===== config.mk =====
export PLATFORM = sky130hd
export DESIGN_NAME = flux_fifo
export DESIGN_NICKNAME = d
export VERILOG_FILES = /design/src/rtl/fifo_pkg.sv /design/src/rtl/flux_fifo_channel.sv /design/src/rtl/flux_fifo.sv
export SDC_FILE = /design/constraint.sdc
export NUM_CORES = 1
export LEC_CHECK = 0
export CORE_UTILIZATION = 45
export DETAILED_ROUTE_END_ITERATION = 8
export GPL_ROUTABILITY_DRIVEN = 0
export RECOVER_POWER = 100
export SLEW_MARGIN = 20
export SYNTH_ARGS = -nofsm -noshare
export SYNTH_HDL_FRONTEND = slang
export SYNTH_HIERARCHICAL = 1
export SYNTH_SLANG_ARGS = --single-unit
export TNS_END_PERCENT = 10

===== constraint.sdc =====
create_clock -name clk -period 8.4 [get_ports clk]
set_clock_uncertainty 0.05 [all_clocks]
set_input_delay 1.26 -clock clk [delete_from_list [all_inputs] [get_ports clk]]
set_output_delay 1.26 -clock clk [all_outputs]
set_load 0.005 [all_outputs]

===== src/rtl/fifo_pkg.sv =====
// Shared definitions for the multi-channel FIFO bank.
// Holds the tag-width helper and the bit positions of the sticky error vector.
// No logic of its own; imported by the channel and the top.
package fifo_pkg;

    // Bit positions inside the sticky err vector
    typedef enum logic [1:0] {
        ERR_OVF = 2'd0,   // write while full (or to a nonexistent channel)
        ERR_UFL = 2'd1,   // read while empty
        ERR_SEL = 2'd2    // read on a non-selected channel, or multi-hot read
    } err_e;

    // Channel index width; a single channel still gets a 1-bit tag
    function automatic int tag_width(input int flux);
        return (flux <= 1) ? 1 : $clog2(flux);
    endfunction

endpackage


===== src/rtl/flux_fifo_channel.sv =====
// One circular buffer of DEPTH words with first-word-fall-through head.
// Latency: push/pop take effect at the rising edge; head/empty/full follow from registers.
// Backpressure: push ignored while full, pop ignored while empty; same-cycle push+pop keeps count.
module flux_fifo_channel #(
    parameter int DEPTH      = 8,
    parameter int DATA_WIDTH = 32,
    localparam int AW        = $clog2(DEPTH),
    localparam int CW        = $clog2(DEPTH + 1)
) (
    input  logic                  clk,
    input  logic                  rst_n,
    input  logic                  push,
    input  logic                  pop,
    input  logic [DATA_WIDTH-1:0] din,
    output logic [DATA_WIDTH-1:0] head,
    output logic [CW-1:0]         count,
    output logic                  empty,
    output logic                  full
);

    logic [DATA_WIDTH-1:0] mem [DEPTH];
    logic [AW-1:0]         wr_ptr;
    logic [AW-1:0]         rd_ptr;
    logic                  push_ok;
    logic                  pop_ok;

    assign full    = (count == CW'(DEPTH));
    assign empty   = (count == '0);
    assign push_ok = push && !full;
    assign pop_ok  = pop && !empty;
    assign head    = mem[rd_ptr];

    // Storage is not reset; pointers decide what is valid
    always_ff @(posedge clk) begin
        if (rst_n && push_ok) begin
            mem[wr_ptr] <= din;
        end
    end

    // Pointers wrap naturally at DEPTH; count moves only when exactly one side is active
    always_ff @(posedge clk) begin
        if (!rst_n) begin
            wr_ptr <= '0;
            rd_ptr <= '0;
            count  <= '0;
        end else begin
            if (push_ok) begin
                wr_ptr <= wr_ptr + 1'b1;
            end
            if (pop_ok) begin
                rd_ptr <= rd_ptr + 1'b1;
            end
            if (push_ok && !pop_ok) begin
                count <= count + 1'b1;
            end else if (pop_ok && !push_ok) begin
                count <= count - 1'b1;
            end
        end
    end

endmodule


===== src/rtl/flux_fifo.sv =====
// FLUX-channel FIFO bank: tagged writes in, per-channel empty flags and shared FWFT dout out.
// Latency: one cycle from write to empty/dout, one cycle from pop to the next head.
// Backpressure: combinational full for wr_tag; illegal writes/reads are dropped and flagged in sticky err.
module flux_fifo
    import fifo_pkg::*;
#(
    parameter int FLUX       = 2,
    parameter int DEPTH      = 8,
    parameter int DATA_WIDTH = 32,
    parameter int TAG_WIDTH  = tag_width(FLUX)
) (
    input  logic                  clk,
    input  logic                  rst_n,
    input  logic                  write,
    input  logic [DATA_WIDTH-1:0] din,
    input  logic [TAG_WIDTH-1:0]  wr_tag,
    output logic                  full,
    output logic [FLUX-1:0]       empty,
    input  logic [FLUX-1:0]       read,
    output logic [DATA_WIDTH-1:0] dout,
    output logic [2:0]            err
);

    localparam int CW = $clog2(DEPTH + 1);

    logic [FLUX-1:0]                 push;
    logic [FLUX-1:0]                 pop;
    logic [FLUX-1:0]                 ch_empty;
    logic [FLUX-1:0]                 ch_full;
    logic [FLUX-1:0][DATA_WIDTH-1:0] ch_head;
    logic [FLUX-1:0][CW-1:0]         ch_count;

    logic                 tag_ok;
    logic [TAG_WIDTH-1:0] sel;
    logic [FLUX-1:0]      sel_hot;
    logic                 any_ne;
    logic                 multi;

    for (genvar g = 0; g < FLUX; g++) begin : g_ch
        flux_fifo_channel #(
            .DEPTH      (DEPTH),
            .DATA_WIDTH (DATA_WIDTH)
        ) u_ch (
            .clk   (clk),
            .rst_n (rst_n),
            .push  (push[g]),
            .pop   (pop[g]),
            .din   (din),
            .head  (ch_head[g]),
            .count (ch_count[g]),
            .empty (ch_empty[g]),
            .full  (ch_full[g])
        );
    end

    assign empty = ch_empty;

    // Tag decode: full reflects the addressed channel only; out-of-range tags address nothing
    always_comb begin
        tag_ok = (32'(wr_tag) < FLUX);
        full   = 1'b0;
        push   = '0;
        for (int i = 0; i < FLUX; i++) begin
            if (32'(wr_tag) == i) begin
                full    = (ch_count[i] == CW'(DEPTH));
                push[i] = write && !ch_full[i];
            end
        end
    end

    // Priority encoder: lowest non-empty channel wins, matching consumer arbitration
    always_comb begin
        sel     = '0;
        sel_hot = '0;
        any_ne  = 1'b0;
        for (int i = FLUX - 1; i >= 0; i--) begin
            if (!ch_empty[i]) begin
                sel        = TAG_WIDTH'(i);
                sel_hot    = '0;
                sel_hot[i] = 1'b1;
                any_ne     = 1'b1;
            end
        end
    end

    // Shared FWFT output; zero when nothing is buffered
    always_comb begin
        dout = '0;
        for (int i = 0; i < FLUX; i++) begin
            if (any_ne && (32'(sel) == i)) begin
                dout = ch_head[i];
            end
        end
    end

    // A multi-hot read is rejected as a whole; otherwise only a pop of the selected channel goes through
    always_comb begin
        multi = |(read & (read - FLUX'(1)));
        pop   = multi ? '0 : (read & ~ch_empty & sel_hot);
    end

    // Sticky error flags, cleared only by reset
    always_ff @(posedge clk) begin
        if (!rst_n) begin
            err <= '0;
        end else begin
            if (write && (!tag_ok || full)) begin
                err[ERR_OVF] <= 1'b1;
            end
            if (|(read & ch_empty)) begin
                err[ERR_UFL] <= 1'b1;
            end
            if (multi || |(read & ~ch_empty & ~sel_hot)) begin
                err[ERR_SEL] <= 1'b1;
            end
        end
    end

endmodule


After elaboration in Yosys (flattened, before gate mapping) --
Memory sizes are Yosys's and may differ from the RTL's. A register that Yosys moved wholly into a read port is not among the register bits. Cells that the tools add are included.
Word-level totals: input bits 38, logic and storage cells 84, register bits after elaboration 23, memories kept 2, RAM bits 512
Cells by class: add/subtract/negate cells 9, bitwise gates (word level) 8, equality and inequality tests 2, reductions and logical operators 31, muxes and demuxes 23
Memory list:
- g_ch[0].u_ch.mem | depth 8, bits a word 32, read ports 1, clocked after Yosys merged registers in 1, wr ports 1, line flux_fifo_channel.sv:21 | logic [DATA_WIDTH-1:0] mem [DEPTH];
- g_ch[1].u_ch.mem | depth 8, bits a word 32, read ports 1, clocked after Yosys merged registers in 1, wr ports 1, line flux_fifo_channel.sv:21
Operators by type and width (count):
- $mux 32 | 2
- $mux 4 | 4
- $logic_and 1x1->1 | 15
- $add 3x1->3 const B | 4
- $mux 3 | 4
- $and 2x2->2 | 5
- $mux 1 | 10
- $add 4x1->4 const B | 2
- $eq 4x4->1 const B | 2
- $logic_not 1->1 | 8
- $logic_not 4->1 | 2
- $sub 4x1->4 const B | 2
- $mux 2 | 3
- $reduce_or 2->1 | 3
- $not 2->2 | 2
- $reduce_bool 2->1 | 2
- $sub 2x1->2 const B | 1
- $logic_or 1x1->1 | 1
- $not 1->1 | 1

Logic depth before layout (Yosys ltp) --
Gate-level depths: netlist of run 1.
depth after elaboration 9, gate-level depth with buffers 13

Hierarchy --
Netlist of run 1, hierarchy kept.
By module, submodules not included:
- flux_fifo_channel | sequential area each 7947.6 µm², instances 2, cells an instance 442, area each 10450.0 µm²
- flux_fifo | sequential area each 60.1 µm², instances 1, cells an instance 128, area each 679.4 µm²

Worst setup path before layout of run 1 --
Ideal clock, no wire load.
path type input to register, start point input wr_tag, end point memory g_ch[0].u_ch.mem[1][0] (enable), library setup time 0.461 ns, data arrival time 4.088 ns, stages on the path 4, buffers on the path 0, setup slack 3.801 ns, data required time 7.889 ns, cell sequence nor3b_1 > a21boi_2 > nand2_1 > nor3_1
On the way: cells in the longest elaborated chain, start to end 5
Ends and longest elaborated chain:
- from (decl) | line flux_fifo.sv:16 | input logic [TAG_WIDTH-1:0] wr_tag,
- $mux 1 | line flux_fifo.sv:64 | if (32'(wr_tag) == i) begin
- $logic_and 1x1->1 | line flux_fifo_channel.sv:29 | assign push_ok = push && !full;
- named net g_ch[0].u_ch.push_ok | line flux_fifo_channel.sv:24 | logic push_ok;
- $logic_and 1x1->1 | line flux_fifo_channel.sv:35 | if (rst_n && push_ok) begin
- $mux 1 | line flux_fifo_channel.sv:35
- $mux 1 (implied by the code) | line flux_fifo_channel.sv:36 | mem[wr_ptr] <= din;
- to (decl) | line flux_fifo_channel.sv:21
The timed path passes the listed nets, and every way through them passes these cells.

Worst setup path in the final report of run 1 --
start point register g_ch[0].u_ch.count[0], end point output dout[31]
On the way: cells in the longest elaborated chain, start to end 6, elaborated cells on any way between the ends 8
Ends and longest elaborated chain:
- from (decl) | line flux_fifo_channel.sv:16 | output logic [CW-1:0] count,
- from (signal assigned) | line flux_fifo_channel.sv:54 | count <= count + 1'b1;
- from (signal assigned) | line flux_fifo_channel.sv:56 | count <= count - 1'b1;
- $logic_not 4->1 * | line flux_fifo_channel.sv:28 | assign empty = (count == '0);
- $mux 1 | line flux_fifo.sv:77 | if (!ch_empty[i]) begin
- $not 1->1 | line flux_fifo.sv:90 | if (any_ne && (32'(sel) == i)) begin
- $logic_and 1x1->1 | line flux_fifo.sv:90
- $mux 32 | line flux_fifo.sv:90
- $mux 32 * | line flux_fifo.sv:90
- to (decl) | line flux_fifo.sv:20 | output logic [DATA_WIDTH-1:0] dout,
Mark *: on every way between the ends. The rest lies on a longest branch, timed or not.

==> results of run 1 <==
cell usage after synthesis (all sizes together), types with 3 or more instances:
cell and number:
mux2i 10, nor3b 3, nand2b 8, a21boi 4, buf 37, nor2b 9
nand3 4, and2 12, mux2 64, nor4 3, nand2 48, mux4 128
ha 10, edfxtp 512, o21ai 27, xnor2 6, inv 36, dfxtp 29
o22ai 8, nor3 14, a21oi 3, nor2 9, clkbuf 12
flip-flops by register name (all words and copies together), names as in the netlist, named ones only:
signal	count
g_ch.u_ch/mem	512
g_ch.u_ch/count	8
g_ch.u_ch/rd_ptr	6
g_ch.u_ch/wr_ptr	6
err	3
report_power, final:
group / internal, mW / switching (mW)
Clock: 1.29 / 0.966
Combinational: 0.619 / 0.629
Sequential: 3.03 / 0.0774
Total: 4.94 / 1.67
critical path, cell delays in order (launching register included):
cell           delay, ns
dfxtp_1             0.39
nor4_1              0.35
clkbuf_1            2.09
o21ai_0             0.71
dlygate4sd3_1       0.77
stage by stage:
stage	power, mW	hold slack (ns)	std cells	instance area, µm²	setup slack [ns]
final	6.61	0.450	1773	24500	2.16
after global routing	6.90	0.486	1771	24500	1.74
after CTS	6.79	0.458	1771	24700	3.31
after detailed placement	4.52	0.444	1670	23100	3.94
after global placement	4.51	0.429	1670	23100	3.94
after floorplan	3.91	0.432	1012	21600	3.80
area by class of cell:
class	count	area share, %
multi-input cells	386	20.9
clock buffers	71	6.03
well taps	607	3.09
flip-flops and latches	541	65.1
diodes	2	0.0204
inverters	36	0.551
repair buffers	100	3.55
clock inverters	30	0.760
layout by cell type, fill, tap and decap left out, types with 4 or more instances in the layout:
master             n
mux2i_1           10
xnor2_1            6
and2_1             6
dlygate4sd3_1     58
mux2_2            64
clkbuf_16         57
clkinv_1          19
o21ai_0           27
clkbuf_1          32
dfxtp_2            4
nand3_1            4
ha_1              10
buf_4              7
mux4_1            80
o22ai_1            8
nor2b_1            9
mux4_2            48
dfxtp_1           23
nor3_1            12
inv_1             36
nor2_4             4
nand2b_1           8
clkdlybuf4s50_1   17
nand2_1           48
clkinv_2           6
nor2_1             5
edfxtp_1         512
and2_0             6
cell families (layout without fill, tap and decap cells):
kind of cell	after synthesis	after routing	share of synthesized area [%]
DFF	541	541	73.9
buffers and inverters	85	237	2.19
and+or+nand+nor	113	113	2.60
muxes	202	202	18.6
other	0	2	0
adders and majority gates	12	12	0.765
AOI/OAI and AO/OA	51	51	1.63
xor gates and xnor gates	8	8	0.325
per-layer routing:
layer / vias to the layer above / GRT usage (%)
li1: 4411 / -
met1: 5187 / 25.1
met2: 208 / 29.7
met3: 60 / 3.65
met4: 4 / 4.92
met5: - / 0
path summary, 6_finish.rpt:
path	startpoint	endpoint	slack (ns)
worst max register to register	g_ch[1].u_ch/count[0]	g_ch[1].u_ch/count[3]	3.15
worst min-delay path	err[1]	err[1]	0.45
worst max-delay path	g_ch[0].u_ch/count[0]	dout[31]	2.16
worst min register to register	err[1]	err[1]	0.45
==> flow_summary.toml, run 1 <==
[finish]
area_growth_pct = 13.7
final_layout_size_suffix_gt1_share_pct = 17.3
fillCellCount = 3691
postLayoutCoreUtil_pct = 52.3
multi_input_area_mm2 = 0.00514
finish.net_count = 1171
seq_area_mm2 = 0.0160

[floorplanning]
fp.dieW_um = 221
row_count = 79
core_mm2 = 0.0470
die_area_mm2 = 0.0488
die_h_um = 221
start_util_pct = 46.0
pin_count = 76

[yosys]
synth_warnings = 6
synth.net_count = 1062
avgSynthCellArea_um2 = 21.3
synth_cells = 1012
synth-seq-cells = 541
synth_flop_cell = "edfxtp_1"
yosys-top-cells-area = "edfxtp_1, mux4_1, mux4_2"
synth_enable_flop_cells = 512
ys_seq_area_share_pct = 73.9
synth_top_area_cell = "edfxtp_1"
yosysUniqueCellTypes = 41
synth_area_mm2 = 0.0216
synth_async_sr_flop_share_pct = 0
synth_top_area_share_pct = 71.2

[route]
wl_met2_um = 21000
vias = 9870
initialDrtViolationCount = 729
maxUsedRoutingLayer = "met5"
drcViolationCount = 0
wl_met3_um = 2070
detail-route-antenna-nets = 0
post_drt_wl_per_cell_um = 24.5
drt-pass1-iter-count = 6
viasPerCell = 5.57
wl_met1_um = 19500
wl_um = 43500

[clocking]
clk_path_buf_depth = 3
clk_latency_ns = 0.59
ctsHoldBuffers = 0
post_cts_buffers = 0
htreeDepth = 2
cts_buffers = 56
cts_resized = 0
cts_tree = "done"
numClockSinks = 541
root_buffer = "clkbuf_16"
clk_pin_slew_ns = 0.06

[sta]
fin_crit_ns = 6.24
min_period_over_period_pct = 74.2
final_max_slew_viol_count = 599
rsz0062_at_grt = "false"
worst-slew-pin-transition_ns = 3.11
setup_viol = 0
hold_viol_final = 0
fmax_ghz = 0.160
maxSlewHeadroom_pct = -108
final.setup.tns_ns = 0

[setup_path]
worstPathRequired_ns = 7.09
reg2reg_depth = 12
crit_type = "register to output pin"
cp_max_fo = 44
critPathCaptureType = "output pin"
crit_arrival_ns = 4.93
startpoint_type = "register"

[status]
run_status = "finished, violations left"
violations = "max-capacitance violations, max-slew violations"

[global_route]
overflow = 0
grt_max_degree = 65
antenna_found_initial = 4
grt_pass1_vias = 10297
grt_pass1_wl_um = 65300
grt_usage_pct = 18.2

[power]
ir_worst_vdd_v = 0.000153
power.density_mw_per_mm2 = 269
leakagePower_nw = 7.82

[job]
maxCapViolCount = 18

[place]
portBuffers = 75
dp_hpwl_um = 20600

[min_path]
hold_depth = 2
hold_path_class = "register to register"
No activity file was read; power rests on OpenSTA's default activity.
==> inputs of run 2 (changes only) <==
Clock period 8.4 ns to 5.18 ns, I/O delays scaled along.
==> run 2 against run 1 <==
Effect of this change: the run still ends with max-capacitance violations, max-slew violations left; register-to-register slack got worse by 2.1 ns; non-clock buffer count rose by 8; hold slack worse by 0.0079 ns; sequential share of layout area down 0.58 points; routed wire length hardly changed; combinational power is 64% higher; setup slack got worse by 1.5 ns; sequential power up 63%; die area unchanged; utilization up 0.46 points; count of clock-buffer cells in the layout shrank 3; critical endpoint is now dout[10]; largest power group unchanged.
==> flow_summary.toml, run 2 (synthesis gave the netlist of run 1 again) <==
[clocking]
root_buffer = "clkbuf_16"
numClockSinks = 541
clk_pin_slew_ns = 0.06
post_cts_buffers = 0
htreeDepth = 2
cts_tree = "done"
ctsHoldBuffers = 0
cts_resized = 0
cts_buffers = 56
clk_path_buf_depth = 3
clk_latency_ns = 0.59

[setup_path]
crit_arrival_ns = 3.68
worstPathRequired_ns = 4.35
crit_type = "register to output pin"
startpoint_type = "register"
cp_max_fo = 39
critPathCaptureType = "output pin"

[floorplanning]
die_h_um = 221
row_count = 79
pin_count = 76
core_mm2 = 0.0470
start_util_pct = 46.0
die_area_mm2 = 0.0488
fp.dieW_um = 221

[finish]
largest_register_ffs = 512
final_cell_mix = "edfxtp_1, mux4_1, mux2_2, dlygate4sd3_1, clkbuf_16"
seq_area_mm2 = 0.0160
final_layout_size_suffix_gt1_share_pct = 18.9
top_register = "g_ch.u_ch/mem"
multi_input_area_mm2 = 0.00513
finish.net_count = 1179
area_growth_pct = 14.7
fillCellCount = 3665
postLayoutCoreUtil_pct = 52.7
top_regs = "g_ch.u_ch/mem (512), g_ch.u_ch/count (8)"
final_common_cell = "edfxtp_1"

[place]
pre_cts_ws_ns = 1.54
portBuffers = 75
dp_hpwl_um = 23000

[job]
maxCapViolCount = 4

[sta]
rsz0062_at_grt = "false"
min_period_over_period_pct = 87.0
fmax_ghz = 0.222
fin_ws_ns = 0.675
hold_viol_final = 0
setup_viol = 0
maxSlewHeadroom_pct = -46.0
final_max_slew_viol_count = 95
fin_crit_ns = 4.50
worst-slew-pin-transition_ns = 2.19
final.setup.tns_ns = 0

[route]
detail-route-antenna-nets = 0
drt-pass1-iter-count = 7
wl_um = 43500
vias = 9917
viasPerCell = 5.57
drcViolationCount = 0
post_drt_wl_per_cell_um = 24.4
initialDrtViolationCount = 733

[power]
p_switching_mw = 2.77
p_sw_share_pct = 25.2
power.density_mw_per_mm2 = 445
comb_power_share_pct = 18.6
p_seq_share_pct = 45.8
clkPwrFrac_pct = 35.6
ir_worst_vdd_v = 0.000427
leakagePower_nw = 7.96
p_int_mw = 8.24

[status]
violations = "max-capacitance violations, max-slew violations"
run_status = "finished, violations left"

[min_path]
hold_path_class = "register to register"

[global_route]
grt_pass1_wl_um = 65300
grt_usage_pct = 18.2
antenna_found_initial = 3
overflow = 0
grt_pass1_vias = 10282
grt_max_degree = 45
[run 2: layout make-up]
class	count	area share [%]
repair buffers	108	3.92
diodes	1	0.0101
multi-input cells	386	20.7
inverters	36	0.546
clock inverters	33	1.28
clock buffers	68	5.97
flip-flops and latches	541	64.5
well taps	607	3.07
[run 2: worst max-delay path: stages, from the launching register on]
cell and delay (ns):
dfxtp_1 1.27, buf_12 0.36, mux4_2 0.35, mux2_2 0.28, inv_1 0.05, o21ai_0 0.12
dlygate4sd3_1 0.64
[run 2: per-stage QoR]
stage	hold slack (ns)	power, mW	area [µm²]	std cells
3_3_place_gp	0.431	7.35	23200	1678
6_report	0.443	11.0	24800	1780
3_5_place_dp	0.439	7.37	23200	1678
2_1_floorplan	0.432	6.34	21600	1012
4_1_cts	0.456	11.3	25000	1779
5_1_grt	0.482	11.5	24800	1779
[run 2: metal layers]
layer	share of wire [%]	up-vias	track usage (%)	wire length [µm]
li1	-	4425	-	-
met3	4.3	54	3.33	1870
met2	49	193	29.7	21400
met5	0.030	-	0	13
met4	1.6	2	4.44	677
met1	45	5243	25.3	19500
[run 2: worst paths after layout]
path | from | end | slack, ns | depth (start not counted)
max | register | dout[10] | 0.68 | 6
min | err[2] | err[2] | 0.44 | 2
min reg2reg | err[2] | err[2] | 0.44 | 2
max reg2reg | g_ch[0].u_ch/count[0] | g_ch[0].u_ch/mem[6][12] | 1.07 | 7
[run 2: power groups by stage]
stage / Clock (mW) / Combinational, mW / Sequential [mW]
final: 3.92 / 2.05 / 5.05
after global routing: 4.18 / 2.24 / 5.07
after CTS: 4.02 / 2.22 / 5.07
after detailed placement: 0 / 2.21 / 5.16
after global placement: 0 / 2.19 / 5.16
after floorplan: 0 / 1.28 / 5.06
==> inputs of run 3 (changes only) <==
Settings changed: CORE_UTILIZATION 45 to 40, SKIP_CTS_REPAIR_TIMING set to 1.
==> run 3 against run 2 <==
Effect of this change: the run still ends with max-capacitance violations, max-slew violations left; routed wire length grew 4.0%; die area up 12%; largest power group unchanged; sequential share of layout area up 0.12 points; global-route usage is 1.2 points lower; combinational power barely moved.
==> flow_summary.toml, run 3 (synthesis gave the netlist of run 1 again) <==
[status]
run_status = "finished, violations left"
violations = "max-capacitance violations, max-slew violations"

[power]
comb_power_share_pct = 19.1
ir_worst_vdd_v = 0.000325
p_switching_mw = 2.79
p_sw_share_pct = 25.7
power.total_mw = 10.8
p_seq_share_pct = 46.5
leakagePower_nw = 7.90
p_int_mw = 8.05
power.density_mw_per_mm2 = 438
clkPwrFrac_pct = 34.4

[job]
maxCapViolCount = 2

[min_path]
hold_path_class = "register to register"

[finish]
final_common_cell = "edfxtp_1"
top_register = "g_ch.u_ch/mem"
final_cell_mix = "edfxtp_1, mux4_1, mux2_2, dlygate4sd3_1, clkbuf_16"
area_growth_pct = 14.5
finish.net_count = 1174
top_regs = "g_ch.u_ch/mem (512), g_ch.u_ch/count (8)"
final_layout_size_suffix_gt1_share_pct = 18.8
postLayoutCoreUtil_pct = 46.7
diodes = 0
largest_register_ffs = 512
fin_area_mm2 = 0.0247

[sta]
final_max_slew_viol_count = 45
fmax_ghz = 0.219
worst-slew-pin-transition_ns = 1.68
hold_viol_final = 0
fin_ws_ns = 0.614
setup_viol = 0
min_period_over_period_pct = 88.1
final.setup.tns_ns = 0
fin_crit_ns = 4.57
rsz0062_at_grt = "false"
maxSlewHeadroom_pct = -12.0

[route]
vias = 9929
viasPerCell = 5.35
initialDrtViolationCount = 696
wl_um = 45200
drcViolationCount = 0
detail-route-antenna-nets = 0
drt-pass1-iter-count = 5
post_drt_wl_per_cell_um = 24.4

[setup_path]
slowest_delay_ns = 1.00
crit_arrival_ns = 3.74
cp_slowest_cell = "dfxtp_2"
cp_max_fo = 36
startpoint_type = "register"
critPathCaptureType = "output pin"
worstPathRequired_ns = 4.35
path_cells = "buf_12 > mux4_1 > mux2_2 > inv_1 > o21ai_1 > dlygate4sd3_1"
crit_type = "register to output pin"

[clocking]
clk_latency_ns = 0.59
clk_pin_slew_ns = 0.06
numClockSinks = 541
cts_buffers = 54
clk_path_buf_depth = 3
cts_tree = "done"
htreeDepth = 2
root_buffer = "clkbuf_16"

[floorplanning]
pin_count = 76
row_count = 84
die_h_um = 234
core_mm2 = 0.0530
die_area_mm2 = 0.0549
fp.dieW_um = 234
start_util_pct = 40.7

[global_route]
overflow = 0
grt_usage_pct = 17.0
grt_pass1_wl_um = 67400
antenna_found_initial = 2
grt_max_degree = 45
grt_pass1_vias = 10326

[place]
placedInstanceArea_mm2 = 0.0232
dp_hpwl_um = 23800
portBuffers = 75
pre_cts_ws_ns = 1.55
[run 3: cell types whose count changed in the layout (fill, tap and decap cells not counted), moves of 2 or more]
cell	before	now
clkinv_2	10	6
buf_4	5	8
bufinv_16	6	3
clkbuf_2	9	12
inv_6	4	1
o21ai_0	14	17
o21ai_1	11	8
buf_12	4	2
clkbuf_16	57	55
clkbuf_8	1	3
nor3_1	13	11
nor3_2	1	3
[run 3: worst max-delay path, delay by kind of cell (launching register included)]
| kind | cells | cell delay, ns |
|---|---|---|
| buffers and inverters | 3 | 1.10 |
| DFF | 1 | 1.00 |
| AOI/OAI and AO/OA | 1 | 0.10 |
| muxes | 2 | 0.87 |
[run 3: through the flow]
| step | std cells | hold slack, ns |
|---|---|---|
| detailed placement | 1756 | 0.433 |
| finish | 1856 | 0.441 |
| global placement | 1756 | 0.427 |
| global route | 1856 | 0.488 |
| CTS | 1856 | 0.452 |
| floorplan | 1012 | 0.432 |
[run 3: worst paths after layout]
| kind | startpoint | end | slack (ns) | cells past startpoint |
|---|---|---|---|---|
| max reg2reg | g_ch[1].u_ch/count[0] | g_ch[1].u_ch/mem[7][28] | 0.87 | 7 |
| min | err[2] | err[2] | 0.44 | 2 |
| max | register | dout[20] | 0.61 | 6 |
| min reg2reg | err[2] | err[2] | 0.44 | 2 |
[run 3: cell type report]
cell class | count | area, µm²
clock inverter | 24 | 186
fill | 4405 | 28300
inverter | 36 | 135
multi-input combinational | 386 | 5140
sequential | 541 | 16000
clock buffer | 76 | 1490
tap | 688 | 861
timing repair buffer | 105 | 941
[run 3: power by group through the flow]
stage / Sequential, mW / Clock (mW) / Combinational [mW]
final: 5.04 / 3.72 / 2.07
after global routing: 5.06 / 3.96 / 2.27
after CTS: 5.07 / 3.80 / 2.24
after detailed placement: 5.16 / 0 / 2.23
after global placement: 5.16 / 0 / 2.22
after floorplan: 5.06 / 0 / 1.28
[run 3: metal layers]
layer	global-route usage, %	share of wire, %
met3	2.61	4.3
met1	24.0	45
met2	27.4	48
met4	4.59	1.9
met5	0	0.035
